==> config.mk <==
export PLATFORM = sky130hd
export DESIGN_NAME = alu_share_arbiter
export DESIGN_NICKNAME = d
export VERILOG_FILES = /design/src/rtl/alu_pkg.sv /design/src/rtl/rr_arb2.sv /design/src/rtl/alu_share_arbiter.sv
export SDC_FILE = /design/constraint.sdc
export NUM_CORES = 1
export LEC_CHECK = 0
export CORE_MARGIN = 1.5
export CORE_UTILIZATION = 41
export CTS_BUF_LIST = sky130_fd_sc_hd__clkbuf_8
export CTS_CLUSTER_DIAMETER = 150
export DETAILED_ROUTE_END_ITERATION = 7
export MAX_ROUTING_LAYER = met4
export PLACE_DENSITY = 0.8
export SYNTH_ARGS = -nofsm -noshare
export SYNTH_HDL_FRONTEND = slang
export SYNTH_SLANG_ARGS = --single-unit
==> constraint.sdc <==
create_clock -name clk -period 4.61 [get_ports clk]
set_input_delay 0.922 -clock clk [delete_from_list [all_inputs] [get_ports clk]]
set_output_delay 0.922 -clock clk [all_outputs]
set_load 0.005 [all_outputs]
==> src/rtl/alu_pkg.sv <==
// alu_pkg: shared definitions for the ALU sharing arbiter.
//   - XLEN / OP_W       : default operand and opcode widths
//   - ALU_* opcodes     : fixed opcode map (0 and 10..15 are illegal)
//   - state_e           : arbiter FSM state encoding
//   - is_legal_op()     : true for opcodes 1..9
package alu_pkg;

  localparam int XLEN = 32;
  localparam int OP_W = 4;

  localparam logic [OP_W-1:0] ALU_AND = 4'd1;
  localparam logic [OP_W-1:0] ALU_OR  = 4'd2;
  localparam logic [OP_W-1:0] ALU_ADD = 4'd3;
  localparam logic [OP_W-1:0] ALU_SUB = 4'd4;
  localparam logic [OP_W-1:0] ALU_SLL = 4'd5;
  localparam logic [OP_W-1:0] ALU_SRA = 4'd6;
  localparam logic [OP_W-1:0] ALU_SRL = 4'd7;
  localparam logic [OP_W-1:0] ALU_SLT = 4'd8;
  localparam logic [OP_W-1:0] ALU_XOR = 4'd9;

  typedef enum logic [1:0] {
    ST_IDLE  = 2'd0,
    ST_ISSUE = 2'd1,
    ST_RESP  = 2'd2
  } state_e;

  function automatic logic is_legal_op(input logic [OP_W-1:0] op);
    return (op >= ALU_AND) && (op <= ALU_XOR);
  endfunction

endpackage

==> src/rtl/rr_arb2.sv <==
// rr_arb2: two-way round-robin arbiter with a one-bit priority pointer.
// Ports:
//   clk, reset : clock, asynchronous active-high reset (pointer -> 0)
//   enable     : grants are only issued while high
//   req[1:0]   : request lines
//   gnt[1:0]   : one-hot (or zero) grant; a grant is treated as an accepted
//                handshake and moves the pointer to the other requester
module rr_arb2 (
  input  logic       clk,
  input  logic       reset,
  input  logic       enable,
  input  logic [1:0] req,
  output logic [1:0] gnt
);

  logic ptr_q;
  logic ptr_d;

  always_comb begin
    gnt = 2'b00;
    if (enable) begin
      case (req)
        2'b01:   gnt = 2'b01;
        2'b10:   gnt = 2'b10;
        2'b11:   gnt = ptr_q ? 2'b10 : 2'b01;
        default: gnt = 2'b00;
      endcase
    end
  end

  always_comb begin
    ptr_d = ptr_q;
    if (gnt[0]) begin
      ptr_d = 1'b1;
    end else if (gnt[1]) begin
      ptr_d = 1'b0;
    end
  end

  always_ff @(posedge clk or posedge reset) begin
    if (reset) begin
      ptr_q <= 1'b0;
    end else begin
      ptr_q <= ptr_d;
    end
  end

endmodule

==> src/rtl/alu_share_arbiter.sv <==
// alu_share_arbiter: shares one combinational ALU between two requesters.
//
// state | meaning
// ------+--------------------------------------------------------------
// IDLE  | arbitrating; winner sees reqX_ready, handshake latches operands
// ISSUE | latched operands drive the ALU; result captured at the edge
// RESP  | owner's resp_valid high until resp_ready; no new requests
//
// Ports:
//   clk, reset                     : clock, asynchronous active-high reset
//   req{0,1}_valid/ready/op/rs1/rs2: request channels (valid/ready)
//   resp{0,1}_valid/ready/rd/err   : response channels (valid/ready)
//   alu_rs1/alu_rs2/alu_op         : operands to the external ALU (0 outside ISSUE)
//   alu_rd                         : combinational result from the ALU
//   busy                           : high whenever the FSM is not IDLE
module alu_share_arbiter
  import alu_pkg::*;
#(
  parameter int XLEN = alu_pkg::XLEN,
  parameter int OP_W = alu_pkg::OP_W
) (
  input  logic            clk,
  input  logic            reset,

  input  logic            req0_valid,
  output logic            req0_ready,
  input  logic [OP_W-1:0] req0_op,
  input  logic [XLEN-1:0] req0_rs1,
  input  logic [XLEN-1:0] req0_rs2,

  input  logic            req1_valid,
  output logic            req1_ready,
  input  logic [OP_W-1:0] req1_op,
  input  logic [XLEN-1:0] req1_rs1,
  input  logic [XLEN-1:0] req1_rs2,

  output logic            resp0_valid,
  input  logic            resp0_ready,
  output logic [XLEN-1:0] resp0_rd,
  output logic            resp0_err,

  output logic            resp1_valid,
  input  logic            resp1_ready,
  output logic [XLEN-1:0] resp1_rd,
  output logic            resp1_err,

  output logic [XLEN-1:0] alu_rs1,
  output logic [XLEN-1:0] alu_rs2,
  output logic [OP_W-1:0] alu_op,
  input  logic [XLEN-1:0] alu_rd,

  output logic            busy
);

  state_e          state_q, state_d;
  logic [OP_W-1:0] op_q, op_d;
  logic [XLEN-1:0] rs1_q, rs1_d;
  logic [XLEN-1:0] rs2_q, rs2_d;
  logic            owner_q, owner_d;
  logic [XLEN-1:0] rd_q, rd_d;
  logic            err_q, err_d;

  logic [1:0]      gnt;
  logic            op_legal;
  logic            in_resp;

  // Gating with reset keeps req_ready low while reset is asserted even if
  // a requester is already holding valid.
  rr_arb2 u_arb (
    .clk    (clk),
    .reset  (reset),
    .enable ((state_q == ST_IDLE) && !reset),
    .req    ({req1_valid, req0_valid}),
    .gnt    (gnt)
  );

  assign op_legal = is_legal_op(op_q);
  assign in_resp  = (state_q == ST_RESP);

  always_comb begin
    state_d = state_q;
    op_d    = op_q;
    rs1_d   = rs1_q;
    rs2_d   = rs2_q;
    owner_d = owner_q;
    rd_d    = rd_q;
    err_d   = err_q;
    alu_rs1 = '0;
    alu_rs2 = '0;
    alu_op  = '0;

    case (state_q)
      ST_IDLE: begin
        if (gnt != 2'b00) begin
          owner_d = gnt[1];
          op_d    = gnt[1] ? req1_op  : req0_op;
          rs1_d   = gnt[1] ? req1_rs1 : req0_rs1;
          rs2_d   = gnt[1] ? req1_rs2 : req0_rs2;
          state_d = ST_ISSUE;
        end
      end
      ST_ISSUE: begin
        alu_rs1 = rs1_q;
        alu_rs2 = rs2_q;
        // Illegal opcodes never reach the ALU; the result is forced to 0.
        alu_op  = op_legal ? op_q : '0;
        rd_d    = op_legal ? alu_rd : '0;
        err_d   = !op_legal;
        state_d = ST_RESP;
      end
      ST_RESP: begin
        if ((owner_q == 1'b0 && resp0_ready) || (owner_q == 1'b1 && resp1_ready)) begin
          state_d = ST_IDLE;
        end
      end
      default: begin
        state_d = ST_IDLE;
      end
    endcase
  end

  assign req0_ready  = gnt[0];
  assign req1_ready  = gnt[1];

  assign resp0_valid = in_resp && (owner_q == 1'b0);
  assign resp1_valid = in_resp && (owner_q == 1'b1);
  assign resp0_rd    = resp0_valid ? rd_q : '0;
  assign resp1_rd    = resp1_valid ? rd_q : '0;
  assign resp0_err   = resp0_valid && err_q;
  assign resp1_err   = resp1_valid && err_q;

  assign busy        = (state_q != ST_IDLE);

  always_ff @(posedge clk or posedge reset) begin
    if (reset) begin
      state_q <= ST_IDLE;
      op_q    <= '0;
      rs1_q   <= '0;
      rs2_q   <= '0;
      owner_q <= 1'b0;
      rd_q    <= '0;
      err_q   <= 1'b0;
    end else begin
      state_q <= state_d;
      op_q    <= op_d;
      rs1_q   <= rs1_d;
      rs2_q   <= rs2_d;
      owner_q <= owner_d;
      rd_q    <= rd_d;
      err_q   <= err_d;
    end
  end

endmodule

# == After elaboration in Yosys (flattened, before gate mapping) ==
# Cells that the tools add are included.
# totals
reg_bits,105
out_inout_bits,139
input_bits,174
elab_cells,52
# classes
n_bitwise,1
magnitude_cmp,2
n_reduce_logical,16
muxes,18
n_eq_ne,7
# ops
cell,count
2-to-1 mux 32 bit,7
2-to-1 mux 4 bit,3
one-hot mux 2 bit (3 select lines),2
logical AND 1 bit,8
2-to-1 mux 2 bit,4
"== test 2 bit, second input constant",3
"== test 2 x 1 -> 1 bit, second input constant",2
"greater-or-equal comparator 4 x 1 -> 1 bit, second input constant",1
"<= comparator 4 bit, second input constant",1
"inequality test 2 x 1 -> 1 bit, second input constant",2
AND reduction 2 bit,2
nonzero test 2 bit,2
zero test 1 bit,2
zero test 2 bit,1
2-to-1 mux 1 bit,2
logical OR 1 bit,1
inverter 1 bit,1

# == Logic depth before layout (Yosys ltp) ==
# depth
ltp_word,6
mapped_depth,7
depth_no_buf,3

# == Cells and area by module ==
# Synthesis repeated with hierarchy kept, for this count alone.
# unflattened
cells_unflattened,473
hier_area_um2,5639.2
# by_module_without_submodules
mod,n_inst,area_per_inst_um2,cells_per_inst,seq_area_each_um2
alu_share_arbiter,1,5566.6,463,2602.5
rr_arb2,1,72.6,10,25.0

# == Worst setup path before layout ==
# No wires, ideal clock.
# synth_path
path_kind,input-to-output
startpoint,input reset
endpoint,output req0_ready
t_required_ns,3.688
arrival_ns,1.809
stages,5
slack_ns,1.879
n_path_buf,2
path_cell_list,nor3_2 -> clkbuf_1 -> buf_2 -> nand2_1 -> a21oi_1
# synth_between
elab_chain_len,3
# synth_rtl
element,line,text
start: declaration,alu_share_arbiter.sv:23,"input logic reset,"
zero test 1 bit (no line),--,
logical AND 1 bit,alu_share_arbiter.sv:72,".enable ((state_q == ST_IDLE) && !reset),"
2-to-1 mux 2 bit,rr_arb2.sv:21,if (enable) begin
end: declaration,alu_share_arbiter.sv:26,"output logic req0_ready,"
# No other way between the ends.

# == Worst setup path in the final report ==
# layout_path
startpoint,input reset
endpoint,output req1_ready
# layout_between
elab_chain_len,3
# layout_rtl
element,line,text
zero test 1 bit (no line),--,
logical AND 1 bit,alu_share_arbiter.sv:72,
2-to-1 mux 2 bit,rr_arb2.sv:21,
end: declaration,alu_share_arbiter.sv:32,"output logic req1_ready,"
# No other way between the ends.

==> results.json <==
{
  "criticalPathCategory": "in2out",
  "ios": 313,
  "setup_viol": 0,
  "holdWs_ns": 0.5214,
  "path_depth": 4,
  "cts_buffers": 9,
  "clkLatencyLatePin_ns": 0.39,
  "yosysSeqAreaShare": 0.4347,
  "crit_arrival_ns": 2.78,
  "total_leakage_power_nw": 3.532,
  "seqCellArea_um2": 2628,
  "syn_inst": 661,
  "regToRegEndpoint": "rs1_q[12]",
  "crit_path_end_kind": "output pin",
  "synth_area_leaders": "dfrtp_1 (43%), and2_1 (14%), o31ai_1 (7.3%), a31oi_1 (7.1%), nand4_1 (7.0%)",
  "n_fill_cell": 1242,
  "cts_hold_buf": 0,
  "tightest_slew_ns": 0.9684,
  "status": "finished, final reports clean",
  "area_growth_pct": 55.70,
  "synth_most_common_cell": "and2_1",
  "slowest_delay_ns": 0.61,
  "cts_num_sinks": 105,
  "wl_mm": 21.64,
  "relSlewSlack": 0.3544,
  "final.setup.tns_ns": 0,
  "antenna_found_initial": 0,
  "critPathMostFrequentCell": "clkdlybuf4s50_1",
  "cp_top_family": "buffers and inverters",
  "worstHoldPathCells": 1,
  "cts_tree": "built",
  "grt_max_degree": 77,
  "skew_ns": 0.01404,
  "wl_per_cell_um": 19.67,
  "crit_buf_inv": 2,
  "diodes": 0,
  "reg2reg_slack_ns": 2.07,
  "core_um2": 14480,
  "crit_path_start_kind": "input pin",
  "clkSlewWorstSetupHoldPaths_ns": 0.09,
  "worstPathRequired_ns": 3.69,
  "rsz0062_at_grt": "no",
  "maxCapViolations": 0,
  "placementRows": 44,
  "hold_viol_final": 0,
  "vdd.ir_drop.worst_mv": 0.2231,
  "synth_fp_nets": 835,
  "grt_pass1_wl_mm": 33.88,
  "avgSynthCellArea_um2": 9.145,
  "gp_congestion": 0.8420,
  "ys_seq_elements": 105,
  "fin_crit_ns": 3.707,
  "cts_max_level": 3,
  "cts.repair.resized": 0,
  "p_per_area_nw_per_um2": 455.5,
  "dr.pass1.iters": 7,
  "synth-main-ff-cell": "dfrtp_1",
  "synth_cell_type_count": 32,
  "postRouteAntennaNets": 0,
  "initialDrtViolationCount": 581,
  "drive_gt1_frac": 0.06004,
  "port_buffers": 312,
  "multi_input_area_um2": 3058,
  "fin_crit_sh": 0.8041,
  "synth_warnings": 0,
  "hold_end": "rd_q[28]",
  "hp-start": "rd_q[28]",
  "synth_commonest_cells": "and2_1 (133), dfrtp_1 (105), a21oi_1 (70)",
  "grt_pass1_vias": 6081,
  "overflow": 0,
  "vias": 6503,
  "die_w_um": 124.4,
  "path_cells": "clkdlybuf4s50_1 -> or3_2 -> nor3_1 -> clkdlybuf4s50_1",
  "max_freq_ghz": 0.2698,
  "power.total_mw": 4.287,
  "synth_area_leader_cell": "dfrtp_1",
  "async_flop_share": 1.000,
  "ctsLongestPathBuffers": 2,
  "r2r_cells": 5,
  "post_cts_buffers": 0,
  "place_hpwl_mm": 14.43,
  "synth-edff-count": 0,
  "drv_slew": 0,
  "hold_path_class": "reg2reg",
  "num-nets-final": 1086,
  "die_area_um2": 15480,
  "syn_area_um2": 6045,
  "cts_root_buf": "clkbuf_8",
  "grtUsageTotal": 0.2825,
  "fp.dieH_um": 124.4,
  "r2r_start": "state_q[1]",
  "synth_top_area_frac": 0.4347,
  "path_max_fanout": 3,
  "slowest_stage": "clkdlybuf4s50_1",
  "viasPerCell": 5.912,
  "drc": 0,
  "start_util": 0.4175
}
## logic make-up (layout without fill, tap and decap cells)
| logic type | count (synthesis) | count (layout) | share of synthesized area |
|---|---|---|---|
| buf+inv | 93 | 348 | 0.06417 |
| compound gates | 242 | 242 | 0.2710 |
| flops | 105 | 105 | 0.4347 |
| mux | 1 | 1 | 0.001863 |
| simple gates | 220 | 220 | 0.2283 |
## flip-flops by register name (all words and copies together) (netlist names)
name         count
rs1_q           32
op_q             4
err_q            1
owner_q          1
u_arb.ptr_q      1
state_q          2
rd_q            32
rs2_q           32
## layout by cell type (no fill, tap or decap), types with 2 or more instances in the layout
master / Yosys / layout
dfrtp_1: 105 / 105
nand2b_1: 3 / 2
a31oi_1: 69 / 69
clkdlybuf4s50_1: 0 / 311
o31ai_1: 59 / 59
buf_4: 0 / 18
or2_2: 1 / 2
nor3_4: 1 / 2
nor2_1: 4 / 3
inv_1: 2 / 2
clkbuf_8: 0 / 12
nand4_1: 68 / 68
and2_1: 133 / 132
a22o_1: 32 / 32
a21oi_1: 70 / 70
o31ai_2: 9 / 9
bufinv_16: 0 / 2
nor2b_4: 0 / 2
## where the power goes
part | internal [mW] | switching, mW
combinational | 1.02 | 0.998
sequential | 1.34 | 0.261
clock | 0.346 | 0.323
total | 2.71 | 1.58
## through the flow
stage | cells | setup WS, ns | instance area [um^2] | util
finish | 1100 | 0.9033 | 9412 | 0.6500
global route | 1100 | 0.8096 | 9412 | 0.6500
CTS | 1100 | 0.8771 | 9412 | 0.6500
detailed placement | 1085 | 0.8747 | 9183 | 0.6342
global placement | 1085 | 0.9117 | 9183 | 0.6342
floorplan | 661 | 0.9275 | 6045 | -
## layer usage
| layer | wire, um | vias up | track usage |
|---|---|---|---|
| met1 | 8690 | 3120 | 0.3521 |
| met4 | 733 | 0 | 0.1041 |
| met3 | 1598 | 50 | 0.06271 |
| met5 | 0 | - | - |
| li1 | - | 2978 | - |
| met2 | 10620 | 355 | 0.4518 |
## area by class of cell
| class | instances | share of cell area |
|---|---|---|
| clock buffers | 12 | 0.01755 |
| multi-input cells | 463 | 0.3249 |
| repair buffers | 330 | 0.3457 |
| clock inverters | 3 | 0.006780 |
| flip-flops and latches | 105 | 0.2792 |
| well taps | 184 | 0.02446 |
| inverters | 3 | 0.001462 |
## worst max path at each step
| stage | slack (ns) | from | endpoint |
|---|---|---|---|
| 3_5_place_dp | 0.87 | reset | req1_ready |
| 5_1_grt | 0.81 | reset | req1_ready |
| 6_report | 0.90 | reset | req1_ready |
| 3_3_place_gp | 0.91 | reset | req1_ready |
| 4_1_cts | 0.88 | reset | req1_ready |
| 2_1_floorplan | 0.93 | reset | err_q |
Power figures use the tool's default switching activity.
